==> config.mk <==
export PLATFORM = sky130hd
export DESIGN_NAME = bcau_stream_flat
export DESIGN_NICKNAME = d
export VERILOG_FILES = /design/src/rtl/bcau_stream_pkg.sv /design/src/rtl/bcau_stream_if.sv /design/src/rtl/bcau_stream_div_seq.sv /design/src/rtl/bcau_stream.sv /design/src/flat_wrapper.sv
export SDC_FILE = /design/constraint.sdc
export NUM_CORES = 2
export LEC_CHECK = 0
export ABC_AREA = 1
export CAP_MARGIN = 0
export CELL_PAD_IN_SITES_DETAIL_PLACEMENT = 0
export CELL_PAD_IN_SITES_GLOBAL_PLACEMENT = 1
export CORE_MARGIN = 2
export CORE_UTILIZATION = 25
export CTS_CLUSTER_SIZE = 30
export DETAILED_ROUTE_END_ITERATION = 16
export PLACE_DENSITY_LB_ADDON = 0.1
export REMOVE_ABC_BUFFERS = 1
export SYNTH_ARGS = -nofsm -noshare
export SYNTH_HDL_FRONTEND = slang
export SYNTH_SLANG_ARGS = --single-unit
==> constraint.sdc <==
create_clock -name clk -period 9.3 [get_ports clk]
set_clock_uncertainty 0.05 [all_clocks]
set_input_delay 2.79 -clock clk [delete_from_list [all_inputs] [get_ports clk]]
set_output_delay 2.79 -clock clk [all_outputs]
set_load 0.005 [all_outputs]
==> src/rtl/bcau_stream_pkg.sv <==
// Shared types and helpers for the bcau_stream brightness-compensation unit.
// The optional statistics outputs are enabled by the BCAU_STATS_EN macro in bcau_stream.
package bcau_pkg;

   typedef enum logic [1:0] {LOAD, DIV, DRAIN} state_t;

   function automatic int cnt_w(input int depth);
      return (depth > 1) ? $clog2(depth) : 1;
   endfunction

   function automatic int sum_w(input int pixW, input int depth);
      return pixW + $clog2(depth);
   endfunction

   // Clamp a signed intermediate into the unsigned pixel range [0, 2^width-1].
   function automatic logic signed [31:0] sat_pix(input logic signed [31:0] value, input int width);
      logic signed [31:0] maxVal;
      maxVal = (32'sd1 <<< width) - 32'sd1;
      if (value < 0) return '0;
      if (value > maxVal) return maxVal;
      return value;
   endfunction

endpackage

==> src/rtl/bcau_stream_if.sv <==
// Valid/ready stream bundle for bcau_stream: input beats in, compensated beats out.
interface bcau_stream_if #(
   parameter int LANES = 5,
   parameter int PIX_W = 8
);
   logic                   in_valid;
   logic                   in_ready;
   logic [LANES*PIX_W-1:0] in_data;
   logic                   in_last;
   logic                   out_valid;
   logic                   out_ready;
   logic [LANES*PIX_W-1:0] out_data;
   logic                   out_last;

   modport slave (
      input  in_valid, in_data, in_last, out_ready,
      output in_ready, out_valid, out_data, out_last
   );

   modport master (
      output in_valid, in_data, in_last, out_ready,
      input  in_ready, out_valid, out_data, out_last
   );
endinterface

==> src/rtl/bcau_stream_div_seq.sv <==
// Restoring divider by the constant DEPTH; the start cycle already performs the first of SUM_W steps,
// so done is high in the last of SUM_W busy cycles and the quotient then holds until the next start.
module bcau_div_seq
   import bcau_pkg::*;
#(
   parameter int SUM_W = 15,
   parameter int DEPTH = 80,
   parameter int OUT_W = 8
) (
   input  logic             clk,
   input  logic             rst,
   input  logic             start,
   input  logic [SUM_W-1:0] dividend,
   output logic             done,
   output logic [OUT_W-1:0] quotient
);
   localparam int REM_W  = cnt_w(DEPTH);
   localparam int STEP_W = $clog2(SUM_W);
   localparam logic [REM_W:0]   DIVISOR    = (REM_W+1)'(DEPTH);
   localparam logic [REM_W-1:0] DIVISOR_LO = REM_W'(DEPTH);

   logic [REM_W-1:0]  r_rem, w_srcRem, w_rem;
   logic [SUM_W-1:0]  r_quo, w_srcQuo;
   logic [REM_W:0]    w_trial;
   logic              w_ge, r_busy;
   logic [STEP_W-1:0] r_steps;

   // The remainder stays below DEPTH, so the subtraction can be done modulo 2^REM_W.
   always_comb begin
      w_srcRem = start ? '0 : r_rem;
      w_srcQuo = start ? dividend : r_quo;
      w_trial  = {w_srcRem, w_srcQuo[SUM_W-1]};
      w_ge     = (w_trial >= DIVISOR);
      w_rem    = w_ge ? (w_trial[REM_W-1:0] - DIVISOR_LO) : w_trial[REM_W-1:0];
   end

   always_ff @(posedge clk or posedge rst) begin
      if (rst) begin
         r_rem   <= '0;
         r_quo   <= '0;
         r_busy  <= 1'b0;
         r_steps <= '0;
      end else if (start) begin
         r_rem   <= w_rem;
         r_quo   <= {w_srcQuo[SUM_W-2:0], w_ge};
         r_busy  <= 1'b1;
         r_steps <= STEP_W'(SUM_W-1);
      end else if (r_busy) begin
         if (r_steps != '0) begin
            r_rem   <= w_rem;
            r_quo   <= {w_srcQuo[SUM_W-2:0], w_ge};
            r_steps <= r_steps - STEP_W'(1);
         end else begin
            r_busy <= 1'b0;
         end
      end
   end

   assign done     = r_busy && (r_steps == '0);
   assign quotient = r_quo[OUT_W-1:0];
endmodule

==> src/rtl/bcau_stream.sv <==
// Streaming brightness compensation: buffer a frame, divide per-lane sums, re-emit re-centred on TARGET.
// Define BCAU_STATS_EN to add the stat_mean/stat_valid statistics outputs.
module bcau_stream
   import bcau_pkg::*;
#(
   parameter int LANES  = 5,
   parameter int DEPTH  = 80,
   parameter int PIX_W  = 8,
   parameter int TARGET = 128
) (
   input  logic               clk,
   input  logic               rst,
   input  logic               mode,
   bcau_stream_if.slave       bus,
   output logic               frame_err
`ifdef BCAU_STATS_EN
   ,
   output logic [LANES*PIX_W-1:0] stat_mean,
   output logic               stat_valid
`endif
);
   localparam int SUM_W = sum_w(PIX_W, DEPTH);
   localparam int CNT_W = cnt_w(DEPTH);
   localparam logic [CNT_W-1:0]        LAST_BEAT = CNT_W'(DEPTH-1);
   localparam logic signed [PIX_W+1:0] TGT       = (PIX_W+2)'(TARGET);

   state_t                 r_state, w_nextState;
   logic [CNT_W-1:0]       r_wrCnt, r_rdCnt;
   logic [SUM_W-1:0]       r_sum [LANES];
   logic [SUM_W-1:0]       w_sumNext [LANES];
   logic [LANES*PIX_W-1:0] r_buf [DEPTH];
   logic [LANES*PIX_W-1:0] w_rdBeat;
   logic [PIX_W-1:0]       w_mean [LANES];
   logic [PIX_W-1:0]       w_outLane [LANES];
   logic [LANES-1:0]       w_divDone;
   logic                   r_mode, r_frameErr;
   logic                   w_inFire, w_outFire, w_inLastBeat, w_outLastBeat, w_divStart, w_divEnd;

   assign w_inFire      = bus.in_valid && bus.in_ready;
   assign w_outFire     = bus.out_valid && bus.out_ready;
   assign w_inLastBeat  = (r_wrCnt == LAST_BEAT);
   assign w_outLastBeat = (r_rdCnt == LAST_BEAT);
   assign w_divStart    = w_inFire && w_inLastBeat && r_mode;
   assign w_divEnd      = (r_state == DIV) && (&w_divDone);
   assign w_rdBeat      = r_buf[r_rdCnt];
   assign frame_err     = r_frameErr;

   // Dividers see the sum including the final beat, so division starts on the same edge that ends LOAD.
   for (genvar i = 0; i < LANES; i++) begin : g_lane
      logic signed [PIX_W+1:0] w_diff;

      assign w_sumNext[i] = r_sum[i] + {{(SUM_W-PIX_W){1'b0}}, bus.in_data[i*PIX_W +: PIX_W]};

      bcau_div_seq #(.SUM_W(SUM_W), .DEPTH(DEPTH), .OUT_W(PIX_W)) u_div (
         .clk      (clk),
         .rst      (rst),
         .start    (w_divStart),
         .dividend (w_sumNext[i]),
         .done     (w_divDone[i]),
         .quotient (w_mean[i])
      );

      assign w_diff = $signed({2'b00, w_rdBeat[i*PIX_W +: PIX_W]}) - $signed({2'b00, w_mean[i]}) + TGT;
      assign w_outLane[i] = (r_state != DRAIN) ? '0 :
                            r_mode ? PIX_W'(sat_pix(32'(w_diff), PIX_W)) : w_rdBeat[i*PIX_W +: PIX_W];
   end

   always_comb begin
      w_nextState   = r_state;
      bus.in_ready  = 1'b0;
      bus.out_valid = 1'b0;
      bus.out_last  = 1'b0;
      bus.out_data  = '0;
      for (int i = 0; i < LANES; i++) bus.out_data[i*PIX_W +: PIX_W] = w_outLane[i];
      unique case (r_state)
         LOAD: begin
            bus.in_ready = 1'b1;
            if (w_inFire && w_inLastBeat) w_nextState = r_mode ? DIV : DRAIN;
         end
         DIV: if (&w_divDone) w_nextState = DRAIN;
         DRAIN: begin
            bus.out_valid = 1'b1;
            bus.out_last  = w_outLastBeat;
            if (w_outFire && w_outLastBeat) w_nextState = LOAD;
         end
         default: w_nextState = LOAD;
      endcase
   end

   // Mode is latched from the first beat only; in_last is checked but never ends a frame.
   always_ff @(posedge clk or posedge rst) begin
      if (rst) begin
         r_state    <= LOAD;
         r_wrCnt    <= '0;
         r_rdCnt    <= '0;
         r_mode     <= 1'b0;
         r_frameErr <= 1'b0;
         for (int i = 0; i < LANES; i++) r_sum[i] <= '0;
      end else begin
         r_state <= w_nextState;
         if (w_inFire) begin
            if (r_wrCnt == '0) r_mode <= mode;
            r_wrCnt <= w_inLastBeat ? '0 : r_wrCnt + CNT_W'(1);
            if (bus.in_last != w_inLastBeat) r_frameErr <= 1'b1;
            for (int i = 0; i < LANES; i++) r_sum[i] <= w_sumNext[i];
         end
         if (w_outFire) begin
            r_rdCnt <= w_outLastBeat ? '0 : r_rdCnt + CNT_W'(1);
            if (w_outLastBeat) for (int i = 0; i < LANES; i++) r_sum[i] <= '0;
         end
      end
   end

   always_ff @(posedge clk) begin
      if (w_inFire) r_buf[r_wrCnt] <= bus.in_data;
   end

`ifdef BCAU_STATS_EN
   logic [LANES*PIX_W-1:0] r_statMean;
   logic                   r_statValid;

   always_ff @(posedge clk or posedge rst) begin
      if (rst) begin
         r_statMean  <= '0;
         r_statValid <= 1'b0;
      end else begin
         r_statValid <= w_divEnd;
         if (w_divEnd) for (int i = 0; i < LANES; i++) r_statMean[i*PIX_W +: PIX_W] <= w_mean[i];
      end
   end

   assign stat_mean  = r_statMean;
   assign stat_valid = r_statValid;
`endif
endmodule

==> src/flat_wrapper.sv <==
// flat-port wrapper written by rule: the top's interface ports become plain ports
module bcau_stream_flat import bcau_pkg::*;
#(
   parameter int LANES  = 5,
   parameter int DEPTH  = 80,
   parameter int PIX_W  = 8,
   parameter int TARGET = 128
)
  (clk, rst, mode, frame_err, bus_in_valid, bus_in_data, bus_in_last, bus_out_ready, bus_in_ready, bus_out_valid, bus_out_data, bus_out_last);
  bcau_stream_if #(.LANES(LANES), .PIX_W(PIX_W)) bus_i ();
  input  logic clk;
  input  logic rst;
  input  logic mode;
  output logic frame_err;
  input wire logic [$bits(bus_i.in_valid)-1:0] bus_in_valid;
  input wire logic [$bits(bus_i.in_data)-1:0] bus_in_data;
  input wire logic [$bits(bus_i.in_last)-1:0] bus_in_last;
  input wire logic [$bits(bus_i.out_ready)-1:0] bus_out_ready;
  output wire logic [$bits(bus_i.in_ready)-1:0] bus_in_ready;
  output wire logic [$bits(bus_i.out_valid)-1:0] bus_out_valid;
  output wire logic [$bits(bus_i.out_data)-1:0] bus_out_data;
  output wire logic [$bits(bus_i.out_last)-1:0] bus_out_last;
  assign bus_i.in_valid = bus_in_valid;
  assign bus_i.in_data = bus_in_data;
  assign bus_i.in_last = bus_in_last;
  assign bus_i.out_ready = bus_out_ready;
  assign bus_in_ready = bus_i.in_ready;
  assign bus_out_valid = bus_i.out_valid;
  assign bus_out_data = bus_i.out_data;
  assign bus_out_last = bus_i.out_last;
  bcau_stream #(.LANES(LANES), .DEPTH(DEPTH), .PIX_W(PIX_W), .TARGET(TARGET)) u_core (.clk(clk), .rst(rst), .mode(mode), .bus(bus_i), .frame_err(frame_err));
endmodule
* Yosys cells after proc, flatten, opt, wreduce, memory -nomap -nowiden *
Memory sizes are Yosys's and may differ from the RTL's.
Cells that the tools add are included.

storage, ports and cells
  flip-flop bits (word level) = 228
  memory bits (writable) = 3200
  logic and storage cells = 258
  memories kept = 1

memory list
  name          words  bits a word  read ports  clocked after Yosys merged registers in  write ports  RTL line           source
  u_core.r_buf  80     40           1           0                                        1            bcau_stream.sv:31  logic [LANES*PIX_W-1:0] r_buf [DEPTH];

operators by class
  $add $sub $neg = 27
  magnitude comparators = 15
  eq/ne operators = 9
  mux-type cells = 135
  reduce and logical (&&, ||, !) cells = 41

operator list
  operator                                                         count
  2-to-1 mux 15 bit                                                20
  2-to-1 mux 8 bit                                                 30
  2-to-1 mux 75 bit                                                3
  2-to-1 mux 7 bit                                                 27
  adder 15 x 8 -> 15 bit                                           5
  2-to-1 mux 4 bit                                                 15
  adder 9 x 9 -> 10 bit (second input constant)                    5
  greater-than comparator 10 x 9 -> 1 bit (second input constant)  5
  < comparator 10 x 1 -> 1 bit (second input constant)             5
  subtractor 8 x 8 -> 9 bit                                        5
  >= comparator 8 x 7 -> 1 bit (second input constant)             5
  2-to-1 mux 1 bit                                                 35
  subtractor 7 bit (second input constant)                         5
  logical NOT 4 bit                                                5
  nonzero test 2 bit                                               10
  nonzero test 4 bit                                               5
  subtractor 4 x 1 -> 4 bit (second input constant)                5
  adder 7 x 1 -> 7 bit (second input constant)                     2
  == test 7 bit (second input constant)                            2
  AND reduction 2 bit                                              7
  logical AND 1 bit                                                10
  2-to-1 mux 2 bit                                                 4
  logical NOT 7 bit                                                1
  one-hot mux 2 bit (3 select lines)                               1
  other kinds (8)                                                  10

* Longest topological paths before layout *
  depth after elaboration = 11
  mapped depth = 29
  gate-level depth less buffers = 25

* Cells and area by module *
Synthesis repeated with hierarchy kept, for this count alone.

unflattened totals
  cells, all modules = 14374
  area total of the unflattened synthesis = 149624.8 um^2

modules (own cells, without submodules)
  module        instances  cells each  area an instance (um^2)  sequential area each (um^2)
  bcau_stream   1          13489       142192.6                 98419.4
  bcau_div_seq  5          177         1486.4                   675.6

* Worst setup path before layout *
OpenSTA, ideal clock, no wires.

  path kind = input to register
  start = in bus_in_valid
  end = mem u_core.r_buf[31][0] in the netlist's numbering, enable pin
  library setup time = 0.487 ns
  data arrival time = 6.193 ns
  setup slack = 2.570 ns
  stages on the path = 6
  path buffers = 0
  path through = nand2_2 -> nor2_1 -> nand2_1 -> inv_1 -> nand2_1 -> nor3_1

between the ends
  longest elaborated chain between the ends = 3

RTL lines
  what                                    RTL line            source
  from (decl)                             flat_wrapper.sv:15  input wire logic [$bits(bus_i.in_valid)-1:0] bus_in_valid;
  logical AND 1 bit                       bcau_stream.sv:39   assign w_inFire = bus.in_valid && bus.in_ready;
  2-to-1 mux 1 bit                        bcau_stream.sv:115  if (w_inFire) r_buf[r_wrCnt] <= bus.in_data;
  2-to-1 mux 1 bit (implied by the code)  bcau_stream.sv:115
  to (decl)                               bcau_stream.sv:31

Every way passes these cells.

* Final worst setup path *
  start = reg u_core.r_rdCnt[0]
  end = out bus_out_data[3]

between the ends
  longest elaborated chain between the ends = 10
  elaborated cells between the ends (all ways) = 13
  those cells by class = add/sub (2); order compare (2); mux (8); memory (1)

RTL lines
  what                                     RTL line               source
  from (decl)                              bcau_stream.sv:28      logic [CNT_W-1:0] r_wrCnt, r_rdCnt;
  from (signal assigned)                   bcau_stream.sv:108     r_rdCnt <= w_outLastBeat ? '0 : r_rdCnt + CNT_W'(1);
  memory (80 x 40 bit) *                   --
  subtractor 8 x 8 -> 9 bit                bcau_stream.sv:63      assign w_diff = $signed({2'b00, w_rdBeat[i*PIX_W +: PIX_W]}) - $signed({2'b00, w_mean[i]}) + TGT;
  adder 9 x 9 -> 10 bit                    bcau_stream.sv:63
  greater-than comparator 10 x 9 -> 1 bit  bcau_stream_pkg.sv:20  if (value > maxVal) return maxVal;
  2-to-1 mux 1 bit (2 in series)           bcau_stream_pkg.sv:20
  2-to-1 mux 8 bit                         bcau_stream_pkg.sv:21  return value;
  2-to-1 mux 8 bit                         bcau_stream_pkg.sv:20
  2-to-1 mux 8 bit *                       bcau_stream.sv:65      r_mode ? PIX_W'(sat_pix(32'(w_diff), PIX_W)) : w_rdBeat[i*PIX_W +: PIX_W];
  2-to-1 mux 8 bit *                       bcau_stream.sv:64      assign w_outLane[i] = (r_state != DRAIN) ? '0 :
  to (decl)                                flat_wrapper.sv:21     output wire logic [$bits(bus_i.out_data)-1:0] bus_out_data;

Mark *: on every way between the ends. The rest lies on a longest branch, timed or not. The select of a mux whose other input is x is not followed.

==> impl_results.md <==
* CP Launch Type: flip-flop
* Placed Area at 0.1602 mm2
* Die area at 0.5966 mm2
* Tot GR Track Use at 18.90%
* Design area at 0.1747 mm2
* I/O Pins at 90
* Initial Utilization at 25.07%
* Post-route ant nets at 0
* Drt wl/cell at 26.15 um
* Worst Path Arrival at 6.16 ns
* Worst skew pair latency at 1.03 ns
* Core outline area at 0.5889 mm2
* DIE WIDTH at 772.4 um
* Num rows at 282
* Syn-to-layout area delta at 18.34%
* Most common cell in the netlist: nand2_1
* Drt first pass iters at 5
* Vias per cell at 4.518
* Routed wire length at 581.6 mm
* Largest net degree at the start of global routing at 130
* Final Critical Period at 9.002 ns
* Register bit total from synthesis at 3428
* Cell area after synthesis at 0.1476 mm2
* Hold-fix buffers, CTS at 0
* Yosys top cell area share at 65.10%
* Root Buffer: clkbuf_16
* Iter 0 DRT Violations at 8005
* TNS Setup at 0 ns
* Antenna violations before repair at 61
* Fin. Hold Viols at 0
* Remaining global-route overflow at 0
* DR WL met3 at 23.78 mm
* Metal-1 WL at 274.9 mm
* Cell count after synthesis at 13760
* # nets final at 14230
* Pins Over Slew Limit at 0
* Worst Setup End Kind: output pin
* Layout cell share with drive strength beyond 1 at 9.310%
* YS warnings at 0
* Cell count after placement at 21400
* Final HPWL DP at 340.2 mm
* Slew headroom at 22.39%
* Critical path type: reg -> out
* Post-synth ARST share at 6.651%
* Number of synthesized flops with an enable pin at 3200
* Port bufs at 89
* Vias in the first global route at 99150
* First-pass GRT wire length at 801.9 mm
* Pwr dens at 268.2 mW/mm2
* Fillers at 60680
* Crit-path max FO at 33
* Maximum VDD drop at 0.1667 mV
* CTS tree: done
* Die height at 772.4 um
* Pre-CTS WS at -0.1021 ns
* Clock H-tree levels at 5
* Max Fclk at 111.1 MHz
* Outcome: completed
* Register Area at 0.1018 mm2
* Reg clk slew, reported paths at 0.06 ns
* Leading area contributor after synthesis: edfxtp_1
* Clock Path Buffers at 4
* Vias at 100500
* Unique masters post-synth at 48
* Met2 WL at 268.2 mm
* Clk sinks at 3428
* CTS Buf Count at 421
* Area taken by multi-input logic gates at 0.03875 mm2
* Average cell area after synthesis at 10.73 um2
* Final Cycle Share at 96.80%
* GPL Wtd Cong at 0.7485
* Crit path required time at 6.46 ns
* Final setup viols at 0
* Layout Cells excl Fill at 22240
* Pwr Total at 46.84 mW
* Hold Crit Class: reg -> reg
* Post-synthesis sequential area ratio at 68.96%
* Top sig layer: met4
* P_leak at 65.76 nW
* Max cap viols at 0
* Top FF cell, synth: edfxtp_1
* Least-Margin Pin Slew at 1.161 ns
* Area contributors post-synth: edfxtp_1 (65%), nand2_1 (9.9%), dfrtp_1 (3.9%)
* # DRC at 0
* Top cells by count, synth: nand2_1 (3878), edfxtp_1 (3200), nor2_1 (1487)
* Setup WS post-layout at 0.2978 ns
-- cell usage in the layout, fill, tap and decap left out, types with 48 or more instances in the layout --
master,instances
buf_4,434
dfrtp_1,223
clkdlybuf4s50_1,48
ha_1,108
o21ai_0,903
clkinv_2,69
nor2_1,1384
nand2_1,3846
inv_1,1161
clkbuf_1,105
nand3_1,1123
o21ai_1,77
clkbuf_16,437
buf_12,92
a21oi_1,204
nor2_4,90
o22ai_1,103
edfxtp_1,3200
xor2_1,71
o221ai_1,63
o211ai_1,202
clkinv_1,116
-- cell type report --
| type | instances | share of cell area [%] |
|---|---|---|
| tap | 7810 | 5.594 |
| timing repair buffer | 629 | 3.864 |
| clock buffer | 539 | 6.385 |
| timing repair inverter | 3 | 0.01934 |
| multi-input combinational | 8405 | 22.18 |
| sequential | 3428 | 58.29 |
| clock inverter | 232 | 1.050 |
| inverter | 1178 | 2.591 |
| antenna | 18 | 0.02579 |
-- registers in the layout, summed over array words and instances (netlist names) --
name and cells:
u_core.r_buf 3200, u_core.r_state 2, u_core.g_lane.u_div.r_quo 75, u_core.r_rdCnt 7, u_core.frame_err 1, u_core.g_lane.u_div.r_rem 35
u_core.g_lane.u_div.r_steps 20, u_core.g_lane.u_div.r_busy 5, u_core.r_mode 1, u_core.r_sum 75, u_core.r_wrCnt 7
-- where the power goes --
group,leakage (nW),internal [mW],switching [mW]
sequential,31.6,17.5,0.262
combinational,27.8,4.09,9.17
clock,6.34,9.03,6.83
-- final timing paths --
kind | startpoint | endpoint | slack (ns) | cells after the start
max in group asynchronous | rst | u_core.r_rdCnt[0] | 5.47 | 3
min in group asynchronous | rst | u_core.g_lane[1].u_div.r_rem[5] | 2.24 | 2
max | u_core.r_rdCnt[0] | bus_out_data[3] | 0.30 | 26
min reg2reg | u_core.g_lane[3].u_div.r_rem[4] | u_core.g_lane[3].u_div.r_rem[4] | 0.43 | 2
min | u_core.g_lane[3].u_div.r_rem[4] | u_core.g_lane[3].u_div.r_rem[4] | 0.43 | 2
max reg2reg | u_core.r_state[0] | u_core.r_buf[63][16] | 4.82 | 9
-- kinds of logic after synthesis --
| family | Yosys count | share of synthesized area (%) |
|---|---|---|
| fa+ha+maj | 118 | 1.051 |
| simple gates | 6587 | 17.88 |
| compound gates | 1617 | 6.158 |
| buf+inv | 1925 | 5.458 |
| xor+xnor | 83 | 0.4925 |
| flops | 3428 | 68.96 |
-- worst max-delay path: stages (launching register included) --
cell	delay [ns]
dfrtp_4	0.45
buf_4	0.20
buf_4	0.20
clkinv_8	0.19
buf_12	0.24
buf_12	0.19
buf_4	0.19
o21ai_0	0.17
o22ai_1	0.10
nand2_1	0.07
nand2_1	0.06
nand2_1	0.11
o211ai_2	0.15
and2_1	0.29
ha_1	0.38
nand2_1	0.08
o21ai_2	0.18
nand2_1	0.08
o211ai_1	0.11
nor2_1	0.07
nand3b_1	0.18
buf_4	0.16
nand2_1	0.06
nand2_1	0.09
a21oi_4	0.37
buf_4	0.18
clkdlybuf4s50_1	0.53
-- metrics by stage --
stage                     hold WS, ns  util (%)
after floorplan                0.3988         -
after global placement         0.4158     27.20
after detailed placement       0.4155     27.20
after CTS                      0.4305     29.51
after global routing           0.4572     29.66
final                          0.4267     29.66
-- what timing repair did --
item,4_1_cts,5_1_grt
gates resized for setup,73,98
buffers inserted,22,14
pin swaps,3,8
endpoints found under the setup margin,39,35
gates cloned,7,12
-- routing by layer --
| metal | track usage [%] | vias up |
|---|---|---|
| li1 | - | 47260 |
| met1 | 27.02 | 50600 |
| met2 | 30.71 | 2050 |
| met3 | 2.010 | 587 |
| met4 | 4.498 | 0 |
| met5 | 0 | - |
No activity file was read; power rests on OpenSTA's default activity.
